<file path="config.mk">
export PLATFORM = sky130hd
export DESIGN_NAME = hangman_game_ctrl_flat
export DESIGN_NICKNAME = d
export VERILOG_FILES = /design/src/rtl/hangman_game_ctrl_pkg.sv /design/src/rtl/hangman_game_ctrl_if.sv /design/src/rtl/hangman_game_ctrl_letter_match.sv /design/src/rtl/hangman_game_ctrl.sv /design/src/flat_wrapper.sv
export SDC_FILE = /design/constraint.sdc
export NUM_CORES = 1
export LEC_CHECK = 0
export BUFFER_PORTS_ARGS = -buffer_cell sky130_fd_sc_hd__buf_2
export CORE_AREA = 3 3 132 134
export DETAILED_ROUTE_END_ITERATION = 12
export DIE_AREA = 0 0 135 137
export HOLD_SLACK_MARGIN = 0.15
export PLACE_DENSITY_LB_ADDON = 0.3
export SKIP_LAST_GASP = 1
export SYNTH_ARGS = -nofsm -noshare
export SYNTH_HDL_FRONTEND = slang
export SYNTH_SLANG_ARGS = --single-unit
</file>
<file path="constraint.sdc">
create_clock -name clock -period 4.1 [get_ports clock]
set_input_delay 0.41 -clock clock [delete_from_list [all_inputs] [get_ports clock]]
set_output_delay 0.41 -clock clock [all_outputs]
set_load 0.01 [all_outputs]
</file>
<file path="src/rtl/hangman_game_ctrl_pkg.sv">
// Shared constants and helpers for the hangman game controller: state codes,
// draw kinds, keyboard codes and letter qualification.
package hangman_pkg;

   localparam logic [3:0] S_IDLE       = 4'd0;
   localparam logic [3:0] S_LOAD_KEY   = 4'd1;
   localparam logic [3:0] S_LOAD_DRAW  = 4'd2;
   localparam logic [3:0] S_LOAD_REL   = 4'd3;
   localparam logic [3:0] S_GUESS_KEY  = 4'd4;
   localparam logic [3:0] S_GUESS_REL  = 4'd5;
   localparam logic [3:0] S_CHECK      = 4'd6;
   localparam logic [3:0] S_CHECK_DRAW = 4'd7;
   localparam logic [3:0] S_VICTORY    = 4'd8;
   localparam logic [3:0] S_DEATH      = 4'd9;

   localparam logic [1:0] DK_BLANK  = 2'd0;
   localparam logic [1:0] DK_LETTER = 2'd1;
   localparam logic [1:0] DK_PART   = 2'd2;
   localparam logic [1:0] DK_END    = 2'd3;

   localparam logic [7:0] KEY_NONE  = 8'h00;
   localparam logic [7:0] KEY_ENTER = 8'h0A;

   typedef logic [25:0] letter_set_t;

   function automatic logic is_letter(logic [7:0] k);
      return ((k >= 8'h41) && (k <= 8'h5A)) || ((k >= 8'h61) && (k <= 8'h7A));
   endfunction

   function automatic logic [7:0] to_upper(logic [7:0] k);
      return ((k >= 8'h61) && (k <= 8'h7A)) ? (k - 8'h20) : k;
   endfunction

   // Position of an uppercase letter in the 26-entry guessed set.
   function automatic logic [4:0] letter_idx(logic [7:0] u);
      return 5'(u - 8'h41);
   endfunction

endpackage

</file>
<file path="src/rtl/hangman_game_ctrl_if.sv">
// Keyboard/renderer-facing signal bundle of the hangman controller.
// The controller takes the slave side; keyboard decoder and renderer the master side.
interface hangman_game_ctrl_if #(
   parameter int MAX_LEN = 10,
   parameter int LW      = $clog2(MAX_LEN + 1)
);

   logic [7:0]         key;
   logic               start;
   logic               draw_done;
   logic               draw_req;
   logic [1:0]         draw_kind;
   logic [LW-1:0]      draw_index;
   logic [7:0]         draw_char;
   logic [LW-1:0]      word_len;
   logic [MAX_LEN-1:0] revealed;
   logic [3:0]         wrong_count;
   logic               won;
   logic               lost;
   logic               busy;

   modport master (
      output key, start, draw_done,
      input  draw_req, draw_kind, draw_index, draw_char,
      input  word_len, revealed, wrong_count, won, lost, busy
   );

   modport slave (
      input  key, start, draw_done,
      output draw_req, draw_kind, draw_index, draw_char,
      output word_len, revealed, wrong_count, won, lost, busy
   );

endinterface

</file>
<file path="src/rtl/hangman_game_ctrl_letter_match.sv">
// Combinational compare of a guessed letter against every slot of the stored word.
module letter_match #(
   parameter int MAX_LEN = 10
) (
   input  logic [MAX_LEN-1:0][7:0] word_i,
   input  logic [7:0]              guess_i,
   output logic [MAX_LEN-1:0]      match_o
);

   always_comb begin
      match_o = '0;
      for (int i = 0; i < MAX_LEN; i++) begin
         match_o[i] = (word_i[i] == guess_i);
      end
   end

endmodule

</file>
<file path="src/rtl/hangman_game_ctrl.sv">
// Hangman game controller: loads a secret word, scores guesses and sequences
// one draw request at a time towards the VGA renderer.
module hangman_game_ctrl #(
   parameter int MAX_LEN   = 10,
   parameter int MAX_WRONG = 6,
   parameter int LW        = $clog2(MAX_LEN + 1)
) (
   input  logic               clock,
   input  logic               reset,
   hangman_game_ctrl_if.slave bus
);

   import hangman_pkg::*;

   logic [3:0]               state_q, state_d;
   logic [MAX_LEN-1:0][7:0]  word_q, word_d;
   logic [LW-1:0]            len_q, len_d;
   logic [MAX_LEN-1:0]       rev_q, rev_d;
   logic [MAX_LEN-1:0]       pend_q, pend_d;
   logic [3:0]               wrong_q, wrong_d;
   letter_set_t              guessed_q, guessed_d;
   logic [7:0]               guess_q, guess_d;
   logic                     enter_q, enter_d;
   logic                     miss_q, miss_d;
   logic                     end_done_q, end_done_d;

   logic [MAX_LEN-1:0]       match;
   logic [MAX_LEN-1:0]       valid;
   logic [MAX_LEN-1:0]       hit;
   logic [MAX_LEN-1:0]       pend_low;
   logic [LW-1:0]            pidx;
   logic [7:0]               pchar;
   logic [7:0]               key_u;
   logic                     key_letter;
   logic                     all_revealed;
   logic                     draw_req;
   logic [1:0]               draw_kind;
   logic [LW-1:0]            draw_index;
   logic [7:0]               draw_char;
   logic                     done;

   letter_match #(.MAX_LEN(MAX_LEN)) u_match (
      .word_i  (word_q),
      .guess_i (guess_q),
      .match_o (match)
   );

   assign key_u        = to_upper(bus.key);
   assign key_letter   = is_letter(bus.key);
   assign hit          = match & valid;
   assign all_revealed = ((rev_q & valid) == valid);
   assign pend_low     = pend_q & (~pend_q + 1'b1);
   assign done         = bus.draw_done & draw_req;

   // Slot-valid mask and lowest pending slot (priority encoder).
   always_comb begin
      valid = '0;
      pidx  = '0;
      pchar = '0;
      for (int i = 0; i < MAX_LEN; i++) begin
         valid[i] = (LW'(i) < len_q);
      end
      for (int i = MAX_LEN - 1; i >= 0; i--) begin
         if (pend_q[i]) begin
            pidx  = LW'(i);
            pchar = word_q[i];
         end
      end
   end

   // Draw request is a pure function of state so a reset drops it immediately.
   always_comb begin
      draw_req   = 1'b0;
      draw_kind  = DK_BLANK;
      draw_index = '0;
      draw_char  = '0;
      case (state_q)
         S_LOAD_DRAW: begin
            draw_req   = 1'b1;
            draw_kind  = DK_BLANK;
            draw_index = len_q - 1'b1;
         end
         S_CHECK_DRAW: begin
            if (|pend_q) begin
               draw_req   = 1'b1;
               draw_kind  = DK_LETTER;
               draw_index = pidx;
               draw_char  = pchar;
            end else if (miss_q) begin
               draw_req   = 1'b1;
               draw_kind  = DK_PART;
               draw_index = LW'(wrong_q);
            end
         end
         S_VICTORY, S_DEATH: begin
            if (!end_done_q) begin
               draw_req  = 1'b1;
               draw_kind = DK_END;
               draw_char = (state_q == S_VICTORY) ? 8'h57 : 8'h4C;
            end
         end
         default: ;
      endcase
   end

   always_comb begin
      state_d    = state_q;
      word_d     = word_q;
      len_d      = len_q;
      rev_d      = rev_q;
      pend_d     = pend_q;
      wrong_d    = wrong_q;
      guessed_d  = guessed_q;
      guess_d    = guess_q;
      enter_d    = enter_q;
      miss_d     = miss_q;
      end_done_d = end_done_q;
      case (state_q)
         S_IDLE, S_VICTORY, S_DEATH: begin
            if ((state_q != S_IDLE) && done) end_done_d = 1'b1;
            if (bus.start) begin
               word_d     = '0;
               len_d      = '0;
               rev_d      = '0;
               pend_d     = '0;
               wrong_d    = '0;
               guessed_d  = '0;
               enter_d    = 1'b0;
               miss_d     = 1'b0;
               end_done_d = 1'b0;
               state_d    = S_LOAD_KEY;
            end
         end
         S_LOAD_KEY: begin
            if (key_letter) begin
               for (int i = 0; i < MAX_LEN; i++) begin
                  if (len_q == LW'(i)) word_d[i] = key_u;
               end
               len_d   = len_q + 1'b1;
               state_d = S_LOAD_DRAW;
            end else if ((bus.key == KEY_ENTER) && (len_q != '0)) begin
               enter_d = 1'b1;
               state_d = S_LOAD_REL;
            end
         end
         S_LOAD_DRAW: begin
            if (done) state_d = S_LOAD_REL;
         end
         S_LOAD_REL: begin
            if (bus.key == KEY_NONE) begin
               if (enter_q || (len_q == LW'(MAX_LEN))) begin
                  enter_d = 1'b0;
                  state_d = S_GUESS_KEY;
               end else begin
                  state_d = S_LOAD_KEY;
               end
            end
         end
         S_GUESS_KEY: begin
            if (key_letter) begin
               guess_d = key_u;
               state_d = S_GUESS_REL;
            end
         end
         S_GUESS_REL: begin
            if (bus.key == KEY_NONE) state_d = S_CHECK;
         end
         S_CHECK: begin
            if (guessed_q[letter_idx(guess_q)]) begin
               state_d = S_GUESS_KEY;
            end else begin
               guessed_d[letter_idx(guess_q)] = 1'b1;
               if (|hit) begin
                  pend_d = hit & ~rev_q;
                  rev_d  = rev_q | hit;
                  miss_d = 1'b0;
               end else begin
                  if (wrong_q < 4'(MAX_WRONG)) wrong_d = wrong_q + 1'b1;
                  miss_d = 1'b1;
               end
               state_d = S_CHECK_DRAW;
            end
         end
         S_CHECK_DRAW: begin
            if (|pend_q) begin
               if (done) pend_d = pend_q ^ pend_low;
            end else if (miss_q) begin
               if (done) miss_d = 1'b0;
            end else begin
               // Victory takes precedence over death.
               end_done_d = 1'b0;
               if (all_revealed)                   state_d = S_VICTORY;
               else if (wrong_q >= 4'(MAX_WRONG))  state_d = S_DEATH;
               else                                state_d = S_GUESS_KEY;
            end
         end
         default: state_d = S_IDLE;
      endcase
   end

   always_ff @(posedge clock or posedge reset) begin
      if (reset) begin
         state_q    <= S_IDLE;
         word_q     <= '0;
         len_q      <= '0;
         rev_q      <= '0;
         pend_q     <= '0;
         wrong_q    <= '0;
         guessed_q  <= '0;
         guess_q    <= '0;
         enter_q    <= 1'b0;
         miss_q     <= 1'b0;
         end_done_q <= 1'b0;
      end else begin
         state_q    <= state_d;
         word_q     <= word_d;
         len_q      <= len_d;
         rev_q      <= rev_d;
         pend_q     <= pend_d;
         wrong_q    <= wrong_d;
         guessed_q  <= guessed_d;
         guess_q    <= guess_d;
         enter_q    <= enter_d;
         miss_q     <= miss_d;
         end_done_q <= end_done_d;
      end
   end

   assign bus.draw_req    = draw_req;
   assign bus.draw_kind   = draw_kind;
   assign bus.draw_index  = draw_index;
   assign bus.draw_char   = draw_char;
   assign bus.word_len    = len_q;
   assign bus.revealed    = rev_q;
   assign bus.wrong_count = wrong_q;
   assign bus.won         = (state_q == S_VICTORY);
   assign bus.lost        = (state_q == S_DEATH);
   assign bus.busy        = (state_q != S_IDLE) && (state_q != S_VICTORY) && (state_q != S_DEATH);

endmodule

</file>
<file path="src/flat_wrapper.sv">
// flat-port wrapper written by rule: the top's interface ports become plain ports
module hangman_game_ctrl_flat import hangman_pkg::*;
#(
   parameter int MAX_LEN   = 10,
   parameter int MAX_WRONG = 6,
   parameter int LW        = $clog2(MAX_LEN + 1)
)
  (clock, reset, bus_key, bus_start, bus_draw_done, bus_draw_req, bus_draw_kind, bus_draw_index, bus_draw_char, bus_word_len, bus_revealed, bus_wrong_count, bus_won, bus_lost, bus_busy);
  hangman_game_ctrl_if #(.MAX_LEN(MAX_LEN), .LW(LW)) bus_i ();
  input  logic clock;
  input  logic reset;
  input wire logic [$bits(bus_i.key)-1:0] bus_key;
  input wire logic [$bits(bus_i.start)-1:0] bus_start;
  input wire logic [$bits(bus_i.draw_done)-1:0] bus_draw_done;
  output wire logic [$bits(bus_i.draw_req)-1:0] bus_draw_req;
  output wire logic [$bits(bus_i.draw_kind)-1:0] bus_draw_kind;
  output wire logic [$bits(bus_i.draw_index)-1:0] bus_draw_index;
  output wire logic [$bits(bus_i.draw_char)-1:0] bus_draw_char;
  output wire logic [$bits(bus_i.word_len)-1:0] bus_word_len;
  output wire logic [$bits(bus_i.revealed)-1:0] bus_revealed;
  output wire logic [$bits(bus_i.wrong_count)-1:0] bus_wrong_count;
  output wire logic [$bits(bus_i.won)-1:0] bus_won;
  output wire logic [$bits(bus_i.lost)-1:0] bus_lost;
  output wire logic [$bits(bus_i.busy)-1:0] bus_busy;
  assign bus_i.key = bus_key;
  assign bus_i.start = bus_start;
  assign bus_i.draw_done = bus_draw_done;
  assign bus_draw_req = bus_i.draw_req;
  assign bus_draw_kind = bus_i.draw_kind;
  assign bus_draw_index = bus_i.draw_index;
  assign bus_draw_char = bus_i.draw_char;
  assign bus_word_len = bus_i.word_len;
  assign bus_revealed = bus_i.revealed;
  assign bus_wrong_count = bus_i.wrong_count;
  assign bus_won = bus_i.won;
  assign bus_lost = bus_i.lost;
  assign bus_busy = bus_i.busy;
  hangman_game_ctrl #(.MAX_LEN(MAX_LEN), .MAX_WRONG(MAX_WRONG), .LW(LW)) u_core (.clock(clock), .reset(reset), .bus(bus_i));
endmodule
</file>
==> impl_metrics.yaml, run 1 <==
outcome:
  status: "finished clean"
drt:
  drt_iter0_drc: 858
  drc: 0
  vias: 7569
  vias_per_cell: 6.199
  wl_per_cell_um: 21.31
  wirelength_um: 26020
  dr.pass1.iters: 5
  drtAntennaViolNets: 0
clock_network:
  cts_tree: "yes"
  post_cts_buffers: 0
  postCtsHoldBufs: 0
  clock_path_buffers: 2
  cts_resized: 0
  cts_root_buf: "clkbuf_16"
  clock_latency_ns: 0.44
  cts_buffers: 17
  htreeDepth: 4
  cts_sinks: 149
  path_clk_slew_ns: 0.06
synth:
  avgSynthCellArea_um2: 9.212
  synth_ff_type: "dfrtp_1"
  synth_top_family_by_area: "compound AO/OA/AOI/OAI gates"
  syn_nets: 990
  yosysSeqAreaShare: 0.4194
  synthAdderAreaFrac: 0.01830
  yosysWarningCount: 0
  synthCells: 965
  synthSimpleGateAreaFrac: 0.1713
  synth_top_area_cell: "dfrtp_1"
  synthMuxAreaShare: 0.08445
  syn_area_um2: 8890
  synth_top_area_frac: 0.4194
  synth_edf_count: 0
  synth_seq_cells: 149
  yosys-top-cells-area: "dfrtp_1 42%, xnor2_1 7.2%, mux2_2 6.2%"
  synth_compound_area_frac: 0.1724
  ys_async_sr_fraction: 1.000
  ys_types: 65
  yosys.area_share.xor_xnor: 0.08754
timing:
  setup_viol: 0
  setup_tns_ns: 0
  period_minus_slack_ns: 3.642
  setup_ws_ns: 0.4580
  finalCritPeriodShare: 0.8883
  max_freq_ghz: 0.2746
  slew_headroom: 0.3101
  rsz0062_at_grt: "no"
  skew_ns: 0.008577
  drv_slew: 0
  hold_violations: 0
  tightest_slew_ns: 1.031
pwr:
  intPower_w: 0.004346
  leakage_nw: 4.364
  comb_power_share: 0.422
  switching_share: 0.4190
  power.switching_w: 0.003134
  power_frac_clock: 0.232
  p_per_area_nw_per_um2: 754.8
  vdd_drop_max_uv: 367.4
  seqPwrFrac: 0.347
worst_setup_path:
  setup.worst_path.start_class: "flip-flop"
  path_class: "flip-flop to output port"
  endpoint_kind: "output port"
  cp.required_ns: 3.69
  critPathMaxFanout: 14
  crit_arrival_ns: 3.23
final_layout:
  finish.utilization: 0.6041
  final_common_cell: "dfrtp_1"
  layout_common_cells: "149 x dfrtp_1, 97 x nand2_1, 83 x nor2_1, 73 x xnor2_1"
  area_growth_pct: 11.48
  drive_above_1_share: 0.1678
  finalNonFillerCells: 1221
  diodes: 0
  postLayoutCellArea_um2: 9911
  nNetsFinal: 1014
global_route:
  gr-total-overflow: 0
  antenna_found_initial: 0
  grt_max_degree: 107
  track_usage: 0.2914
  grt_pass1_vias: 7312
  grt_pass1_wl_um: 41260
floorplanning:
  row_count: 47
  fp.dieH_um: 137
  ios: 48
  start_util: 0.5418
  design.core.area_um2: 16410
  chipWidth_um: 135
  dieArea_um2: 18500
placed_design:
  dp_cells: 1190
  place_ws_ns: 0.8233
  dpl.hpwl_um: 17950
  place_congestion: 0.9203
  placed_area_um2: 9265
  numPortBuffers: 47
job:
  maxCapViolations: 0
hold_path:
  hold_class: "input port to asynchronous set/reset pin"
[per-layer routing]
layer	global-route usage	up-vias	routed length (um)	share of wire
li1	-	3483	-	-
met1	0.4078	3619	11500	0.44
met2	0.4366	380	11430	0.44
met3	0.07279	87	2096	0.081
met4	0.1170	0	989	0.038
met5	0	-	0	0
[flip-flops by register name (all words and copies together), names as in the netlist]
signal	flops
u_core.guessed_q	26
u_core.bus.wrong_count	4
u_core.bus.revealed	10
u_core.miss_q	1
u_core.guess_q	8
u_core.word_q	80
u_core.bus.word_len	4
u_core.pend_q	10
u_core.state_q	4
u_core.enter_q	1
u_core.end_done_q	1
[cell usage after synthesis, types with 10 or more instances]
master    count
o21ai_0      61
inv_1        31
o31ai_1      11
o22ai_1      13
nor4_1       11
dfrtp_1     149
nand4_1      14
clkbuf_1     40
nand2_1      97
and2_1       18
nor3_1       12
xnor2_1      73
nand3_1      26
xor2_1       14
nor2_1       83
mux2_2       49
ha_1         13
buf_2        10
nor2b_1      21
a31oi_1      30
a21oi_1      61
[critical path, stage by stage, from the launching register on]
cell	delay, ns
dfrtp_1	0.62
nor2b_1	0.42
nand3_1	0.38
nor2_1	0.62
o221ai_1	0.26
o21ai_0	0.30
buf_2	0.19
[power by group through the flow]
stage | sequential, W | combinational [W] | clock (W)
after floorplan | 0.00228 | 0.00262 | 0
after global placement | 0.00258 | 0.00307 | 0
after detailed placement | 0.00259 | 0.00310 | 0
after CTS | 0.00257 | 0.00313 | 0.00174
after global routing | 0.00265 | 0.00347 | 0.00181
final | 0.00259 | 0.00315 | 0.00173
[path summary, 6_finish.rpt]
check                                                start                                to  slack, ns  depth (start not counted)
max                          u_core.state_q[2]$_DFFE_PP0P_                  bus_draw_char[6]       0.46                          6
min                                                  reset     u_core.end_done_q$_DFFE_PP0P_       0.18                          2
max reg2reg                  u_core.guess_q[0]$_DFFE_PP0P_  u_core.guessed_q[11]$_DFFE_PP0P_       0.74                         10
min reg2reg                u_core.guessed_q[9]$_DFFE_PP0P_   u_core.guessed_q[9]$_DFFE_PP0P_       0.49                          2
max in group asynchronous                            reset     u_core.word_q[53]$_DFFE_PP0P_       2.86                          3
min in group clock                               bus_start     u_core.end_done_q$_DFFE_PP0P_       0.22                          2
[cells by family (layout without fill, tap and decap cells)]
| logic type | count (synthesis) | after routing |
|---|---|---|
| simple gates | 316 | 316 |
| mux | 61 | 61 |
| buf+inv | 93 | 129 |
| compound gates | 245 | 245 |
| fa+ha+maj | 13 | 13 |
| xor+xnor | 88 | 88 |
| flops | 149 | 149 |
[cell type report]
class / instances / area, um^2
fillers: 1368 / 6496
multi-input cells: 723 / 4747
flip-flops and latches: 149 / 3729
clock buffers: 18 / 439.2
repair buffers: 66 / 390.4
well taps: 220 / 275.3
clock inverters: 13 / 206.4
inverters: 32 / 123.9
[metrics by stage]
| stage | total power (W) | hold slack, ns |
|---|---|---|
| 4_1_cts | 0.007442 | 0.2167 |
| 3_5_place_dp | 0.005690 | 0.4820 |
| 6_report | 0.007481 | 0.1763 |
| 2_1_floorplan | 0.004903 | 0.4544 |
| 5_1_grt | 0.007929 | 0.2191 |
| 3_3_place_gp | 0.005645 | 0.4722 |
Power figures use the tool's default switching activity.
==> run 2, diff against run 1 <==
--- a/config.mk
+++ b/config.mk
@@ -9,6 +9,7 @@
 export CORE_AREA = 3 3 132 134
 export DETAILED_ROUTE_END_ITERATION = 12
 export DIE_AREA = 0 0 135 137
+export GPL_ROUTABILITY_DRIVEN = 0
 export HOLD_SLACK_MARGIN = 0.15
 export PLACE_DENSITY_LB_ADDON = 0.3
 export SKIP_LAST_GASP = 1
==> constraint.sdc (replaced) <==
create_clock -name clock -period 3.3 [get_ports clock]
set_input_delay 0.33 -clock clock [delete_from_list [all_inputs] [get_ports clock]]
set_output_delay 0.33 -clock clock [all_outputs]
set_load 0.01 [all_outputs]
==> run 2 against run 1 <==
  * Critical path depth rose by 2
  * Total power rose by 26%
  * Wire length rose by 3.4%
  * Sequential cell count did not move
  * Critical path type unchanged
  * Largest power group unchanged
==> impl_metrics.yaml, run 2 (synthesis gave the netlist of run 1 again) <==
outcome:
  status: "finished clean"
drt:
  drc: 0
  dr.pass1.iters: 8
  drtAntennaViolNets: 0
  wl_per_cell_um: 21.51
  wirelength_um: 26910
  vias: 7908
  vias_per_cell: 6.321
  drt_iter0_drc: 993
clock_network:
  post_cts_buffers: 0
  cts_tree: "yes"
  cts_sinks: 149
  cts_resized: 0
  htreeDepth: 4
  postCtsHoldBufs: 2
  clock_path_buffers: 2
  path_clk_slew_ns: 0.07
  cts_root_buf: "clkbuf_16"
  clock_latency_ns: 0.44
  cts_buffers: 17
floorplanning:
  row_count: 47
  design.core.area_um2: 16410
  dieArea_um2: 18500
  ios: 48
  chipWidth_um: 135
  fp.dieH_um: 137
  start_util: 0.5418
final_layout:
  area_growth_pct: 13.67
  largest_register_ffs: 80
  diodes: 0
  layout_common_cells: "149 x dfrtp_1, 97 x nand2_1, 83 x nor2_1, 73 x xnor2_1"
  fill_cells: 1389
  final_common_cell: "dfrtp_1"
  regMostFlops: "u_core.word_q"
  drive_above_1_share: 0.1882
  nNetsFinal: 1043
  top_regs: "u_core.word_q: 80 flops, u_core.guessed_q: 26 flops"
timing:
  rsz0062_at_grt: "no"
  setup_tns_ns: 0
  max_freq_ghz: 0.3188
  hold_ws_ns: 0.2232
  slew_headroom: 0.4900
  period_minus_slack_ns: 3.137
  setup_viol: 0
  tightest_slew_ns: 0.7650
  drv_slew: 0
  finalCritPeriodShare: 0.9507
  hold_violations: 0
  skew_ns: 0.008069
worst_setup_path:
  endpoint_kind: "output port"
  critPathBufInv: 2
  slowest_delay_ns: 0.52
  r2r_setup_slack_ns: 0.30
  critPathMaxFanout: 11
  path_class: "flip-flop to output port"
  critPathSlowestCell: "dfrtp_1"
  setup.worst_path.start_class: "flip-flop"
  path_cells: "inv_1, nor2_1, a311oi_1, a211oi_1, o31ai_1, a221oi_1, o22ai_1, buf_2"
  cp_top_family: "compound AO/OA/AOI/OAI gates"
  cp.required_ns: 2.97
  crit_arrival_ns: 2.81
hold_path:
  hold_class: "input port to flip-flop"
pwr:
  seqPwrFrac: 0.333
  comb_power_share: 0.452
  total_power_w: 0.009424
  switching_share: 0.4287
  power_frac_clock: 0.215
  intPower_w: 0.005384
  p_per_area_nw_per_um2: 932.7
  leakage_nw: 4.491
  power.switching_w: 0.004040
  vdd_drop_max_uv: 405.6
placed_design:
  numPortBuffers: 47
  dpl.hpwl_um: 19040
global_route:
  track_usage: 0.3013
  gr-total-overflow: 0
  antenna_found_initial: 0
  grt_max_degree: 85
  grt_pass1_vias: 7511
  grt_pass1_wl_um: 42720
job:
  maxCapViolations: 0
[run 2: cell types whose count changed in the layout (fill, tap and decap cells not counted)]
cell | before | now
buf_4 | 18 | 44
clkinv_2 | 3 | 1
inv_6 | 0 | 5
dlygate4sd3_1 | 0 | 2
clkbuf_8 | 1 | 0
buf_12 | 1 | 2
bufinv_16 | 5 | 3
clkbuf_1 | 0 | 2
clkinv_4 | 3 | 2
[run 2: area by class of cell]
| cell class | count | area (um^2) | area share |
|---|---|---|---|
| tap | 220 | 275.3 | 0.02724 |
| timing repair buffer | 95 | 625.6 | 0.06191 |
| inverter | 32 | 123.9 | 0.01226 |
| clock inverter | 13 | 171.4 | 0.01696 |
| clock buffer | 19 | 432.9 | 0.04284 |
| sequential | 149 | 3729 | 0.3690 |
| multi-input combinational | 723 | 4747 | 0.4698 |
[run 2: worst paths after layout]
kind | cells after the start | end | from
hold reg to reg | 2 | u_core.guessed_q[14]$_DFFE_PP0P_ | u_core.guessed_q[14]$_DFFE_PP0P_
max in group asynchronous | 4 | u_core.pend_q[8]$_DFFE_PP0P_ | reset
hold / removal | 2 | u_core.guess_q[3]$_DFFE_PP0P_ | bus_key[3]
setup reg to reg | 10 | u_core.pend_q[0]$_DFFE_PP0P_ | u_core.bus.word_len[0]$_DFFE_PP0P_
setup / recovery | 8 | bus_draw_char[1] | u_core.pend_q[7]$_DFFE_PP0P_
min in group asynchronous | 3 | u_core.bus.wrong_count[3]$_DFFE_PP0P_ | reset
[run 2: metal layers]
| layer | global-route usage | up-vias | part of all wire |
|---|---|---|---|
| li1 | - | 3543 | - |
| met1 | 0.4216 | 3827 | 0.42 |
| met2 | 0.4597 | 459 | 0.45 |
| met3 | 0.07463 | 79 | 0.099 |
| met4 | 0.1047 | 0 | 0.032 |
| met5 | 0 | - | 0 |
[run 2: power by group through the flow]
stage               Clock [W]  Combinational (W)  Sequential, W
floorplan                   0            0.00325        0.00284
global placement            0            0.00410        0.00311
detailed placement          0            0.00417        0.00313
CTS                   0.00204            0.00421        0.00311
global route          0.00212            0.00465        0.00320
finish                0.00203            0.00426        0.00314
[run 2: worst reg2reg max path: cells and delay by family, from the launching register on]
kind                     cells  cell delay, ns
AND/OR/NAND/NOR              4            1.12
flip-flops                   1            0.58
adder cells (fa/ha/maj)      1            0.37
multiplexers                 1            0.20
AO/OA/AOI/OAI                3            0.47
buffers and inverters        1            0.18
[run 2: metrics by stage]
stage	utilization	setup WS [ns]	cells	instance area, um^2
after global routing	0.6159	0.04695	1251	10100
final	0.6159	0.1628	1251	10100
after global placement	0.5778	0.3496	1217	9480
after detailed placement	0.5778	0.3726	1217	9480
after CTS	0.6159	0.2850	1251	10100
after floorplan	-	0.2068	965	8894
==> run 3, diff against run 2 <==
--- a/config.mk
+++ b/config.mk
@@ -5,10 +5,10 @@
 export SDC_FILE = /design/constraint.sdc
 export NUM_CORES = 1
 export LEC_CHECK = 0
-export BUFFER_PORTS_ARGS = -buffer_cell sky130_fd_sc_hd__buf_2
-export CORE_AREA = 3 3 132 134
+export CORE_AREA = 3 3 154 156
 export DETAILED_ROUTE_END_ITERATION = 12
-export DIE_AREA = 0 0 135 137
+export DIE_AREA = 0 0 157 159
+export DONT_BUFFER_PORTS = 1
 export GPL_ROUTABILITY_DRIVEN = 0
 export HOLD_SLACK_MARGIN = 0.15
 export PLACE_DENSITY_LB_ADDON = 0.3
==> constraint.sdc (replaced) <==
create_clock -name clock -period 3.9 [get_ports clock]
set_input_delay 0.39 -clock clock [delete_from_list [all_inputs] [get_ports clock]]
set_output_delay 0.39 -clock clock [all_outputs]
set_load 0.01 [all_outputs]
==> run 3 against run 2 <==
  * Total power shrank 18%
  * Combinational power shrank 22%
  * Critical path type unchanged
  * Largest cell class unchanged
  * Hold slack lost 0.059 ns
==> impl_metrics.yaml, run 3 (synthesis gave the netlist of run 1 again) <==
floorplanning:
  design.core.area_um2: 22500
  dieArea_um2: 24960
  start_util: 0.3951
  row_count: 55
  fp.dieH_um: 159
  chipWidth_um: 157
  ios: 48
worst_setup_path:
  slowest_delay_ns: 0.58
  cp.required_ns: 3.51
  r2r_start: "u_core.guess_q[0]$_DFFE_PP0P_"
  timing.rr.end: "u_core.bus.revealed[8]$_DFFE_PP0P_"
  crit_arrival_ns: 3.08
  endpoint_kind: "output port"
  cp_top_family: "compound AO/OA/AOI/OAI gates"
  critPathBufInv: 1
  cp.depth: 7
  critPathSlowestCell: "o31ai_1"
  critPathMaxFanout: 14
  r2r_setup_slack_ns: 0.58
  reg2regPathDepth: 10
  path_class: "flip-flop to output port"
  setup.worst_path.start_class: "flip-flop"
  path_cells: "inv_1, nand3_1, a311oi_1, a211oi_1, o31ai_1, a221oi_1, o21ai_0"
global_route:
  grt_max_degree: 62
  track_usage: 0.2291
  grt_pass1_wl_um: 44190
  gr-total-overflow: 0
  grt_pass1_vias: 7160
  antenna_found_initial: 0
hold_path:
  holdPathEnd: "u_core.guess_q[7]$_DFFE_PP0P_"
  worstHoldPathCells: 2
  hold_start: "bus_key[7]"
  hold_class: "input port to flip-flop"
drt:
  drtAntennaViolNets: 0
  vias: 7459
  drc: 0
  dr.pass1.iters: 5
  wirelength_um: 28580
  drt_iter0_drc: 771
  vias_per_cell: 5.948
  wl_per_cell_um: 22.79
timing:
  rsz0062_at_grt: "no"
  setup_viol: 0
  finalCritPeriodShare: 0.8904
  setup_tns_ns: 0
  max_freq_ghz: 0.2880
  hold_violations: 0
  slew_headroom: 0.2875
  period_minus_slack_ns: 3.473
  drv_slew: 0
  skew_ns: 0.01459
  setup_ws_ns: 0.4273
  tightest_slew_ns: 1.067
clock_network:
  post_cts_buffers: 0
  clock_path_buffers: 2
  path_clk_slew_ns: 0.06
  clock_latency_ns: 0.43
  cts_sinks: 149
  htreeDepth: 4
  cts_root_buf: "clkbuf_16"
  cts_tree: "yes"
  cts_buffers: 17
job:
  maxCapViolations: 0
final_layout:
  layout_common_cells: "149 x dfrtp_1, 97 x nand2_1, 83 x nor2_1, 73 x xnor2_1"
  area_growth_pct: 10.54
  top_regs: "u_core.word_q: 80 flops, u_core.guessed_q: 26 flops"
  final_common_cell: "dfrtp_1"
  nNetsFinal: 981
  largest_register_ffs: 80
  drive_above_1_share: 0.1321
  regMostFlops: "u_core.word_q"
  diodes: 0
pwr:
  p_per_area_nw_per_um2: 790.6
  leakage_nw: 4.167
  vdd_drop_max_uv: 328.1
outcome:
  status: "finished clean"
placed_design:
  numPortBuffers: 0
  place_ws_ns: 0.6218
  dpl.hpwl_um: 19960
==> run 3: cell count changes in the layout (fill, tap and decap cells not counted), sizes merged <==
cell,change
clkinv,-1
inv,+3
buf,-67
dlygate4sd3,+5
bufinv,-1
clkbuf,-1
==> run 3: metal layers <==
metal,up-vias,wire length (um),share of wire,GRT usage
li1,3422,-,-,-
met5,-,0,0,0
met1,3678,12950,0.45,0.3369
met4,0,425,0.015,0.05372
met3,30,2170,0.076,0.05219
met2,329,13030,0.46,0.3433
==> run 3: final cells by class <==
cell class | instances | area, um^2
fillers | 2150 | 12680
multi-input cells | 723 | 4747
repair buffers | 33 | 277.8
flip-flops and latches | 149 | 3729
clock buffers | 18 | 429.2
well taps | 285 | 356.6
clock inverters | 14 | 163.9
inverters | 32 | 123.9
==> run 3: worst max path at each step <==
stage	from	endpoint	slack, ns
2_1_floorplan	u_core.guess_q[1]$_DFFE_PP0P_	u_core.pend_q[0]$_DFFE_PP0P_	0.81
3_3_place_gp	u_core.state_q[0]$_DFFE_PP0P_	u_core.word_q[30]$_DFFE_PP0P_	0.70
3_5_place_dp	u_core.guess_q[0]$_DFFE_PP0P_	u_core.bus.revealed[8]$_DFFE_PP0P_	0.62
4_1_cts	u_core.state_q[2]$_DFFE_PP0P_	bus_draw_char[0]	0.50
5_1_grt	u_core.state_q[2]$_DFFE_PP0P_	bus_draw_char[0]	0.23
6_report	u_core.pend_q[8]$_DFFE_PP0P_	bus_draw_char[2]	0.43
==> run 3: power breakdown <==
| part | internal (W) | switching (W) | leakage [nW] | total [W] |
|---|---|---|---|---|
| logic | 0.00137 | 0.00197 | 1.86 | 0.00333 |
| registers | 0.00201 | 0.000730 | 2.02 | 0.00274 |
| clock network | 0.000963 | 0.000730 | 0.287 | 0.00169 |
| total | 0.00434 | 0.00343 | 4.17 | 0.00777 |
==> run 3: metrics by stage <==
stage          hold WS [ns]  total power [W]  instances  instance area [um^2]  utilization
2_1_floorplan        0.4544         0.005154        965                  8894            -
3_3_place_gp         0.4707         0.005989       1215                  9164       0.4072
3_5_place_dp         0.4786         0.006031       1215                  9164       0.4072
4_1_cts              0.1548         0.007742       1254                  9827       0.4367
5_1_grt              0.1542         0.008238       1254                  9827       0.4367
6_report             0.1639         0.007769       1254                  9827       0.4367
==> run 3: timing repair <==
action	CTS	global route
hold buffers	7	0
hold endpoints to repair	45	0
resized for setup	0	0
